[config.mk]
export PLATFORM = sky130hd
export DESIGN_NAME = alu_bus_sequencer
export DESIGN_NICKNAME = d
export VERILOG_FILES = /design/src/rtl/alu_seq_pkg.sv /design/src/rtl/alu_result_capture.sv /design/src/rtl/alu_bus_sequencer.sv
export SDC_FILE = /design/constraint.sdc
export NUM_CORES = 1
export LEC_CHECK = 0
export ABC_AREA = 1
export CAP_MARGIN = 20
export CORE_ASPECT_RATIO = 0.8
export CORE_UTILIZATION = 52
export CTS_BUF_LIST = sky130_fd_sc_hd__clkbuf_4 sky130_fd_sc_hd__clkbuf_8
export DETAILED_ROUTE_END_ITERATION = 8
export GPL_ROUTABILITY_DRIVEN = 0
export PLACE_DENSITY = 0.82
export RECOVER_POWER = 50
export SYNTH_ARGS = -nofsm -noshare
export SYNTH_HDL_FRONTEND = slang
export SYNTH_SLANG_ARGS = --single-unit
[constraint.sdc]
create_clock -name clk -period 2 [get_ports clk]
set_input_delay 0.5 -clock clk [delete_from_list [all_inputs] [get_ports clk]]
set_output_delay 0.5 -clock clk [all_outputs]
set_load 0.1 [all_outputs]
[src/rtl/alu_seq_pkg.sv]
// alu_seq_pkg: shared types and constants for the ALU bus sequencer.
package alu_seq_pkg;

  typedef enum logic [2:0] {
    S_IDLE,
    S_START,
    S_FEED,
    S_WAIT,
    S_DONE
  } seq_state_e;

  localparam logic [1:0] OP_ADD = 2'b00;
  localparam logic [1:0] OP_SUB = 2'b01;
  localparam logic [1:0] OP_MUL = 2'b10;
  localparam logic [1:0] OP_DIV = 2'b11;

  // Result reported when the ALU never signals END.
  localparam logic [15:0] TIMEOUT_RESULT = 16'hFFFF;

  // Divide needs a divisor byte on top of the two dividend bytes.
  function automatic logic [1:0] nbytes_for_op(input logic [1:0] op);
    return (op == OP_DIV) ? 2'd3 : 2'd2;
  endfunction

endpackage

[src/rtl/alu_result_capture.sv]
// alu_result_capture: two-deep history of the ALU outbus. Entries that were
// never sampled since the last clear read back as zero.
module alu_result_capture #(
  parameter int DATA_W = 8
) (
  input  logic                clk,
  input  logic                reset,
  input  logic                clear,
  input  logic                shift_en,
  input  logic [DATA_W-1:0]   din,
  output logic [2*DATA_W-1:0] word
);

  logic [DATA_W-1:0] hist1_q;
  logic [DATA_W-1:0] hist0_q;
  logic [1:0]        cnt_q;

  // Shift register plus saturating count of valid samples.
  always_ff @(posedge clk or negedge reset) begin
    if (!reset) begin
      hist1_q <= '0;
      hist0_q <= '0;
      cnt_q   <= 2'd0;
    end else if (clear) begin
      hist1_q <= '0;
      hist0_q <= '0;
      cnt_q   <= 2'd0;
    end else if (shift_en) begin
      hist1_q <= hist0_q;
      hist0_q <= din;
      if (cnt_q != 2'd2) cnt_q <= cnt_q + 2'd1;
    end
  end

  assign word = {(cnt_q == 2'd2) ? hist1_q : {DATA_W{1'b0}},
                 (cnt_q != 2'd0) ? hist0_q : {DATA_W{1'b0}}};

endmodule

[src/rtl/alu_bus_sequencer.sv]
// alu_bus_sequencer: turns one request into the ALU's BEGIN / operand-stream /
// END protocol and returns the 16-bit result over a valid/ready handshake.
// Optional END watchdog: define ALU_SEQ_WDOG_EN.
//
// state   | meaning
// S_IDLE  | waiting for a request (req_ready high)
// S_START | one-cycle BEGIN pulse
// S_FEED  | one operand byte per cycle on alu_inbus
// S_WAIT  | waiting for alu_end (or watchdog expiry)
// S_DONE  | result presented until rsp_ready
module alu_bus_sequencer
  import alu_seq_pkg::*;
#(
  parameter int MAX_WAIT = 64,
  parameter int DATA_W   = 8
) (
  input  logic                clk,
  input  logic                reset,
  input  logic                req_valid,
  output logic                req_ready,
  input  logic [1:0]          req_op,
  input  logic [DATA_W-1:0]   req_b0,
  input  logic [DATA_W-1:0]   req_b1,
  input  logic [DATA_W-1:0]   req_b2,
  output logic                alu_begin,
  output logic [1:0]          alu_op_code,
  output logic [DATA_W-1:0]   alu_inbus,
  input  logic [DATA_W-1:0]   alu_outbus,
  input  logic                alu_end,
  output logic                rsp_valid,
  input  logic                rsp_ready,
  output logic [2*DATA_W-1:0] rsp_data,
  output logic                rsp_err
);

  seq_state_e          state_q, state_d;
  logic                started_q;
  logic [1:0]          idx_q, idx_d;
  logic [1:0]          op_q;
  logic [1:0]          nbytes_q;
  logic [DATA_W-1:0]   byte0_q, byte1_q, byte2_q;
  logic [2*DATA_W-1:0] rsp_data_q;
  logic                rsp_err_q;
  logic [2*DATA_W-1:0] cap_word;
  logic                load_req, load_rsp, err_d, timeout, shift_en;

`ifdef ALU_SEQ_WDOG_EN
  localparam int WCNT_W = $clog2(MAX_WAIT + 1);
  logic [WCNT_W-1:0] wait_cnt_q;

  // Held at zero outside WAIT, so it is already clear on WAIT entry.
  always_ff @(posedge clk or negedge reset) begin
    if (!reset)                 wait_cnt_q <= '0;
    else if (state_q != S_WAIT) wait_cnt_q <= '0;
    else                        wait_cnt_q <= wait_cnt_q + 1'b1;
  end
`else
  logic unused_max_wait;
  assign unused_max_wait = (MAX_WAIT > 0);
`endif

  alu_result_capture #(.DATA_W(DATA_W)) u_capture (
    .clk      (clk),
    .reset    (reset),
    .clear    (load_req),
    .shift_en (shift_en),
    .din      (alu_outbus),
    .word     (cap_word)
  );

  // Next-state and per-state outputs.
  always_comb begin
    state_d   = state_q;
    idx_d     = idx_q;
    alu_begin = 1'b0;
    alu_inbus = '0;
    load_req  = 1'b0;
    load_rsp  = 1'b0;
    err_d     = 1'b0;
    timeout   = 1'b0;
    shift_en  = 1'b0;
    case (state_q)
      S_IDLE: begin
        if (req_valid && req_ready) begin
          load_req = 1'b1;
          state_d  = S_START;
        end
      end
      S_START: begin
        alu_begin = 1'b1;
        idx_d     = 2'd0;
        if (alu_end) begin
          load_rsp = 1'b1;
          err_d    = 1'b1;
          state_d  = S_DONE;
        end else begin
          state_d = S_FEED;
        end
      end
      S_FEED: begin
        alu_inbus = (idx_q == 2'd0) ? byte0_q :
                    (idx_q == 2'd1) ? byte1_q : byte2_q;
        shift_en  = 1'b1;
        if (alu_end) begin
          load_rsp = 1'b1;
          err_d    = 1'b1;
          state_d  = S_DONE;
        end else begin
          idx_d = idx_q + 2'd1;
          if (idx_q == nbytes_q - 2'd1) state_d = S_WAIT;
        end
      end
      S_WAIT: begin
        shift_en = 1'b1;
        if (alu_end) begin
          load_rsp = 1'b1;
          state_d  = S_DONE;
        end
`ifdef ALU_SEQ_WDOG_EN
        // This WAIT cycle brings the count to MAX_WAIT; END above wins.
        else if (wait_cnt_q == WCNT_W'(MAX_WAIT - 1)) begin
          load_rsp = 1'b1;
          err_d    = 1'b1;
          timeout  = 1'b1;
          state_d  = S_DONE;
        end
`endif
      end
      S_DONE: begin
        if (rsp_ready) state_d = S_IDLE;
      end
      default: state_d = S_IDLE;
    endcase
  end

  // State register; started_q keeps req_ready low until the first clock after reset.
  always_ff @(posedge clk or negedge reset) begin
    if (!reset) begin
      state_q   <= S_IDLE;
      started_q <= 1'b0;
      idx_q     <= 2'd0;
    end else begin
      state_q   <= state_d;
      started_q <= 1'b1;
      idx_q     <= idx_d;
    end
  end

  // Request latch, loaded on acceptance.
  always_ff @(posedge clk or negedge reset) begin
    if (!reset) begin
      op_q     <= OP_ADD;
      nbytes_q <= 2'd0;
      byte0_q  <= '0;
      byte1_q  <= '0;
      byte2_q  <= '0;
    end else if (load_req) begin
      op_q     <= req_op;
      nbytes_q <= nbytes_for_op(req_op);
      byte0_q  <= req_b0;
      byte1_q  <= req_b1;
      byte2_q  <= req_b2;
    end
  end

  // Response register, held until the next result loads.
  always_ff @(posedge clk or negedge reset) begin
    if (!reset) begin
      rsp_data_q <= '0;
      rsp_err_q  <= 1'b0;
    end else if (load_rsp) begin
      rsp_data_q <= timeout ? (2*DATA_W)'(TIMEOUT_RESULT) : cap_word;
      rsp_err_q  <= err_d;
    end
  end

  assign req_ready   = (state_q == S_IDLE) && started_q;
  assign alu_op_code = (state_q == S_IDLE) ? OP_ADD : op_q;
  assign rsp_valid   = (state_q == S_DONE);
  assign rsp_data    = rsp_data_q;
  assign rsp_err     = rsp_err_q;

endmodule

==> results of run 1 <==
metrics by stage:
stage / power, mW / cell area (um^2)
global route: 8.56 / 4550
floorplan: 5.36 / 3360
finish: 8.15 / 4550
global placement: 6.52 / 4340
CTS: 8.16 / 4680
detailed placement: 6.67 / 4340
registers in the layout, indices dropped and copies added, names as in the netlist:
signal and cells:
rsp_err 1, u_capture.hist0_q 8, started_q 1, nbytes_q 2
u_capture.hist1_q 8, idx_q 2, state_q 3, byte2_q 8
op_q 2, byte1_q 8, byte0_q 8, u_capture.cnt_q 2
rsp_data 16
path summary, 6_finish.rpt:
path | start | to | cells past startpoint
setup / recovery | idx_q[1] | alu_inbus[3] | 6
hold reg to reg | byte2_q[2] | byte2_q[2] | 2
min in group clk | byte2_q[2] | byte2_q[2] | 2
max in group asynchronous | reset | rsp_data[6] | 2
hold / removal | reset | idx_q[0] | 1
setup reg to reg | state_q[1] | byte1_q[1] | 8
cells by family (layout without fill, tap and decap cells):
group                    after synthesis  count (layout)
AND/OR/NAND/NOR                      203             204
flip-flops                            69              69
buffers and inverters                 65             158
AO/OA/AOI/OAI                         47              47
adder cells (fa/ha/maj)                4               4
other                                  1               1
XOR/XNOR                               1               1
cells in the final DEF, fill, tap and decap left out, types with 2 or more instances in the layout:
cell,count
clkdlybuf4s50_1,37
clkbuf_2,10
o21ai_1,7
buf_4,27
clkbuf_1,3
o31ai_2,3
dfrtp_1,67
inv_4,2
clkinv_2,3
buf_12,13
nand2_4,2
nor2_1,7
ha_4,2
inv_2,6
o21ai_0,22
buf_6,2
a31oi_4,8
nor2_4,6
clkbuf_8,12
ha_1,2
nand2_1,168
nand2_2,2
nor3_4,3
dfrtp_2,2
inv_1,41
o31ai_1,5
nand3_1,14
Yosys cell counts:
cell type | n | area, um^2
a22o_1 | 1 | 8.76
a31oi_1 | 8 | 50.1
buf_1 | 2 | 7.51
buf_2 | 9 | 45.0
buf_6 | 1 | 11.3
clkbuf_1 | 3 | 11.3
conb_1 | 1 | 3.75
dfrtp_1 | 69 | 1730
ha_1 | 4 | 50.1
inv_1 | 47 | 176
inv_2 | 3 | 11.3
nand2_1 | 171 | 642
nand2_2 | 1 | 6.26
nand3_1 | 14 | 70.1
nand3b_1 | 1 | 7.51
nand4_1 | 1 | 6.26
nor2_1 | 11 | 41.3
nor2_4 | 1 | 11.3
nor3_1 | 1 | 5.00
nor3_4 | 2 | 32.5
o21ai_0 | 30 | 150
o31ai_1 | 5 | 37.5
o31ai_2 | 3 | 37.5
xor2_1 | 1 | 8.76
layer usage:
metal / vias to the layer above / wire length, um
met5: - / 0
met4: 0 / 180
met3: 25 / 621
met2: 159 / 4590
met1: 1465 / 3560
li1: 1379 / -
power groups by stage:
| stage | clock network, mW | registers [mW] | logic (mW) |
|---|---|---|---|
| after floorplan | 0 | 2.98 | 2.38 |
| after global placement | 0 | 2.32 | 4.20 |
| after detailed placement | 0 | 2.34 | 4.33 |
| after CTS | 1.19 | 2.35 | 4.62 |
| after global routing | 1.24 | 2.39 | 4.93 |
| final | 1.19 | 2.35 | 4.62 |
area by class of cell:
| type | instances | share of cell area [%] |
|---|---|---|
| Timing Repair Buffer | 92 | 20.2 |
| Inverter | 50 | 4.40 |
| Multi-Input combinational cell | 257 | 30.7 |
| Sequential cell | 69 | 38.0 |
| Clock inverter | 4 | 0.990 |
| Tap cell | 78 | 2.15 |
| Clock buffer | 12 | 3.63 |
timing repair:
item / 4_1_cts / 5_1_grt
setup endpoints to repair: 11 / 12
setup buffers: 8 / 6
resized for setup: 21 / 4
pin swaps: 4 / 4
gates cloned: 1 / 0
==> metrics.md, run 1 <==
| Metric | Value |
|---|---|
| Crit path required time | `1.50 ns` |
| DP Worst Slack | `-0.0499 ns` |
| DRT Pass-1 Iters | `5` |
| Initial Utilization | `55.9%` |
| Post-Syn Area | `3160 um^2` |
| Peak VDD IR | `1.02 mV` |
| Core Util, Final | `80.6%` |
| YS warnings | `0` |
| Ant. Diodes | `0` |
| Max cap viols | `0` |
| H-tree levels | `3` |
| Power share of the sequential group | `28.8%` |
| Syn_area_per_cell | `8.10 um^2` |
| Slowest CP cell | `dfrtp_1` |
| Multi-input logic area | `1400 um^2` |
| Met3 GRT Util | `5.65%` |
| Clk buf depth | `2` |
| Die ar. | `6390 um^2` |
| Leakage | `2.31 nW` |
| Simple-gate share of the synthesized area | `26.0%` |
| Initial antenna violation count | `0` |
| HP Class | `input port to async pin` |
| Worst Path Arrival | `1.70 ns` |
| Clock share of power | `14.6%` |
| Final hold violations | `0` |
| Status | `complete, but fails checks` |
| Failing checks | `negative setup slack` |
| GRT overflow | `0` |
| Syn nets | `433` |
| Largest net degree at the start of global routing | `43` |
| CTS root buffer | `clkbuf_8` |
| CTS buffer count | `9` |
| Pint | `4.06 mW` |
| Chip width | `89.1 um` |
| Die Span Y | `71.7 um` |
| Final Setup Violations | `8` |
| Worst Hold Margin | `0.297 ns` |
| Routed via count | `3,028` |
| Clock Latency Late Sink | `0.34 ns` |
| Cell count after synthesis | `390` |
| FMAX | `455 MHz` |
| GR peak layer | `met2` |
| Post-Layout Cell Count | `562` |
| Sw Ratio | `50.2%` |
| Drt first-iter violations | `318` |
| Top Ports | `69` |
| Global Route Usage Sum | `30.4%` |
| Layout cells sized above 1 | `21.9%` |
| Max FO, Critical Path | `13` |
| Global routing met1 resource utilization | `40.1%` |
| Flop-to-flop setup slack | `0.19 ns` |
| Worst Tran Pin Value | `1.00 ns` |
| WL/cell | `15.9 um` |
| CTS tree | `done` |
| XOR/XNOR Fraction of Synth Area | `0.277%` |
| Fillers | `351` |
| Slew Limit Fails | `0` |
| Register area | `1730 um^2` |
| Post-synthesis sequential area ratio | `54.7%` |
| HPWL after DPL | `5540 um` |
| Met2 Use GR | `49.6%` |
| Max_slew headroom | `33.3%` |
| Post-CTS Hold Fix Bufs | `0` |
| Critical path's largest stage delay | `0.41 ns` |
| Placeable Area | `5650 um^2` |
| CTS sink cnt | `69` |
| Layout Nets | `522` |
| Critical path class | `flop to output pin` |
| Input/output buffers | `68` |
| Routed Antenna Nets | `0` |
| Pwr Density | `1790 nW/um^2` |
| Mux contribution to synthesized area | `0%` |
| Dpl cells | `534` |
| Adder-Cell Fraction of Synth Area | `1.58%` |
| # DRC | `0` |
| Clock Skew | `0.0117 ns` |
| Critical path endpoint category | `output pin` |
| Row count | `24` |
| CP cell instances | `inv_2, ha_4, inv_8, buf_4, a31oi_4, buf_12` |
| Largest family of logic cells by synthesized area | `simple AND/OR/NAND/NOR gates` |
| Area Overhead vs Synth | `44.1%` |
| Vias per std cell | `5.39` |
| Buf+Inv Stages, Crit Path | `4` |
| Register clock-pin slew on the reported worst setup and hold paths | `0.08 ns` |
| Worst Setup Start Kind | `flop` |
| Sw power | `4.09 mW` |
| Final period util | `110%` |
| Total Wirelength | `8950 um` |
| Yosys reg bits | `69` |
| Worst setup margin | `-0.196 ns` |
| Final sum of negative setup slack | `-1.39 ns` |
| Global-route wire length before repair | `14,300 um` |
| Vias in the first global route | `3,054` |
| RSZ-0062 raised after global routing | `yes` |
| Library cells used by synthesis | `24` |
| Fin crit period | `2.20 ns` |
| Largest delay share family, worst path | `buffers and inverters` |
| Synth Area in Compound Gates | `8.99%` |
| Comb pwr share | `56.7%` |
No activity file was read; power rests on OpenSTA's default activity.
==> run 2, diff against run 1 <==
- CORE_MARGIN: default -> 1
- CORE_UTILIZATION: 52 -> 50
- CTS_BUF_LIST: sky130_fd_sc_hd__clkbuf_4 sky130_fd_sc_hd__clkbuf_8 -> default
- PLACE_DENSITY: 0.82 -> 0.79
==> run 2 against run 1 <==
Net effect:
- the run ends with max-capacitance violations, max-slew violations, negative setup slack left
- register-to-register slack worse by 0.02 ns
- sequential share of layout area about the same
- final cell count shrank 0.53%
- non-clock buffer count down 6
- die area rose by 3.9%
- combinational power increased by 1%
- final area hardly changed
- clock skew decreased by 0.0042 ns
- critical path type unchanged
- critical endpoint is now alu_inbus[4]
- highest routed layer unchanged
==> metrics.md, run 2 (synthesis gave the netlist of run 1 again) <==
| Metric | Value |
|---|---|
| Status | `complete, but fails checks` |
| Failing checks | `max-capacitance violations, max-slew violations, negative setup slack` |
| Worst setup margin | `-0.225 ns (-0.0286 ns)` |
| RSZ-0062 raised after global routing | `yes` |
| Critical path's largest stage delay | `0.45 ns (+0.04 ns)` |
| Global-route wire length before repair | `13,200 um (-7.9%)` |
| Top Ports | `69 (unchanged)` |
| Crit path required time | `1.50 ns (about the same)` |
| Row count | `25 (+4.2%)` |
| Critical path endpoint category | `output pin` |
| Placeable Area | `6010 um^2 (+6.4%)` |
| Register clock-pin slew on the reported worst setup and hold paths | `0.07 ns (about the same)` |
| CTS tree | `done` |
| Clock share of power | `11.9% (-2.7 points)` |
| HP Class | `flop to flop` |
| Max cap viols | `1 (+1)` |
| GRT overflow | `0 (unchanged)` |
| Initial antenna violation count | `0 (unchanged)` |
| Input/output buffers | `68 (unchanged)` |
| Layout cells sized above 1 | `20.7% (-1.2 points)` |
| Final hold violations | `0 (unchanged)` |
| Chip width | `90.9 um (+1.9%)` |
| Max FO, Critical Path | `6 (-7)` |
| FMAX | `449 MHz (-1.3%)` |
| Drt first-iter violations | `326 (+2.5%)` |
| Critical path class | `flop to output pin` |
| Pwr Density | `1750 nW/um^2 (-2.2%)` |
| Peak VDD IR | `0.865 mV (-15%)` |
| CP cell instances | `inv_2, ha_4, inv_8, buf_6, a31oi_4, buf_12` |
| Vias in the first global route | `2,873 (-5.9%)` |
| Worst Setup Start Kind | `flop` |
| Routed via count | `2,936 (-3.0%)` |
| WL/cell | `15.1 um (-5.3%)` |
| Die Span Y | `73.1 um (+1.9%)` |
| Slowest CP cell | `dfrtp_2` |
| Worst Tran Pin Value | `1.67 ns (+0.667 ns)` |
| Buf+Inv Stages, Crit Path | `4 (unchanged)` |
| Leakage | `2.29 nW (-0.90%)` |
| Commonest non-fill, non-tap cell in the layout | `nand2_1` |
| Final Setup Violations | `8 (unchanged)` |
| DRT Pass-1 Iters | `6 (+1)` |
| CTS root buffer | `clkbuf_8` |
| Pint | `3.94 mW (-3.1%)` |
| Largest delay share family, worst path | `buffers and inverters` |
| Finished layout cell area | `4550 um^2 (about the same)` |
| Die ar. | `6640 um^2 (+3.9%)` |
| # DRC | `0 (unchanged)` |
| H-tree levels | `3 (unchanged)` |
| Routed Antenna Nets | `0 (unchanged)` |
| Ant. Diodes | `0 (unchanged)` |
| Total Wirelength | `8430 um (-5.8%)` |
| DP Worst Slack | `-0.0443 ns (+0.00560 ns)` |
| Slew Limit Fails | `70 (+70)` |
| Area Overhead vs Synth | `44.1% (about the same)` |
| Power share of the sequential group | `29.6% (+0.8 points)` |
| Layout Nets | `517 (-0.96%)` |
| Fillers | `423 (+21%)` |
| Worst Path Arrival | `1.72 ns (+0.02 ns)` |
| Post-Place Cell Area | `4400 um^2 (+1.3%)` |
| Sw Ratio | `50.6% (+0.45 points)` |
| Initial Utilization | `52.6% (-3.4 points)` |
| HPWL after DPL | `5240 um (-5.4%)` |
| Final period util | `111% (+1.4 points)` |
| Most frequent cells in the layout | `169 x nand2_1, 67 x dfrtp_1, 42 x inv_1, 37 x clkdlybuf4s50_1, 22 x o21ai_0` |
| Max FFs per register | `16 (unchanged)` |
| CTS buffer count | `9 (unchanged)` |
| CTS sink cnt | `69 (unchanged)` |
| Vias per std cell | `5.25 (-2.5%)` |
| Fin crit period | `2.22 ns (+0.0286 ns)` |
| Sw power | `4.04 mW (-1.3%)` |
| Clk buf depth | `2 (unchanged)` |
| Post-CTS Hold Fix Bufs | `0 (unchanged)` |
| Comb pwr share | `58.5% (+1.8 points)` |
| Max_slew headroom | `-11.2% (-44 points)` |
| Clock Skew | `0.00754 ns (-0.00420 ns)` |
| Largest net degree at the start of global routing | `70 (+63%)` |
| Global Route Usage Sum | `26.4% (-4.0 points)` |
| Clock Latency Late Sink | `0.34 ns (about the same)` |
| Core Util, Final | `75.8% (-4.8 points)` |
run 2: cell count changes in the layout (fill, tap and decap cells not counted), moves of 2 or more:
cell      change
buf_4        -11
buf_12        +7
clkbuf_8      -2
inv_4         -2
nor2_2        +2
nor2_4        -2
run 2: repair_timing:
item                       CTS  global route
gates resized for setup     17             5
setup buffers                4             4
setup endpoints to repair   11            11
pin swaps                    2             4
gates cloned                 2             0
run 2: power groups by stage:
stage / combinational, mW / sequential, mW / clock [mW]
6_report: 4.67 / 2.36 / 0.948
5_1_grt: 4.97 / 2.40 / 1.02
4_1_cts: 4.64 / 2.36 / 0.958
3_5_place_dp: 4.41 / 2.35 / 0
3_3_place_gp: 4.28 / 2.34 / 0
2_1_floorplan: 2.38 / 2.98 / 0
run 2: worst paths after layout:
path / to / slack, ns / cells after the start / from
worst min register to register: byte1_q[2] / 0.47 / 2 / byte1_q[2]
worst max-delay path: alu_inbus[4] / -0.22 / 6 / idx_q[0]
worst min-delay path: byte1_q[2] / 0.47 / 2 / byte1_q[2]
worst max register to register: nbytes_q[0] / 0.17 / 7 / state_q[1]
max in group asynchronous: state_q[0] / 0.22 / 2 / reset
min in group asynchronous: byte1_q[2] / 0.68 / 2 / reset
run 2: cell type report:
type / count / area [um^2] / area share [%]
clock buffer: 13 / 149 / 3.27
inverter: 50 / 200 / 4.40
clock inverter: 2 / 10.0 / 0.220
tap: 81 / 101 / 2.23
timing repair buffer: 86 / 968 / 21.3
multi-input combinational: 257 / 1380 / 30.4
sequential: 69 / 1730 / 38.0
timing repair inverter: 1 / 11.3 / 0.247
run 2: worst min-delay path, delay by kind of cell (launching register included):
family           cells  cell delay, ns
and+or+nand+nor      2            0.10
DFF                  1            0.34
run 2: routing by layer:
layer,vias to the layer above,wire [um],global-route usage [%]
li1,1371,-,-
met4,0,202,10.8
met2,140,4130,43.0
met3,23,599,8.02
met1,1402,3500,33.4
met5,-,0,0
run 2: through the flow:
step | hold slack [ns] | TNS (ns) | std cells | power [mW]
floorplan | 0.204 | -1.22 | 390 | 5.36
global placement | 0.453 | 0 | 534 | 6.62
detailed placement | 0.458 | -0.101 | 534 | 6.76
CTS | 0.177 | -1.12 | 555 | 7.95
global route | 0.495 | -2.26 | 559 | 8.40
finish | 0.473 | -1.68 | 559 | 7.98
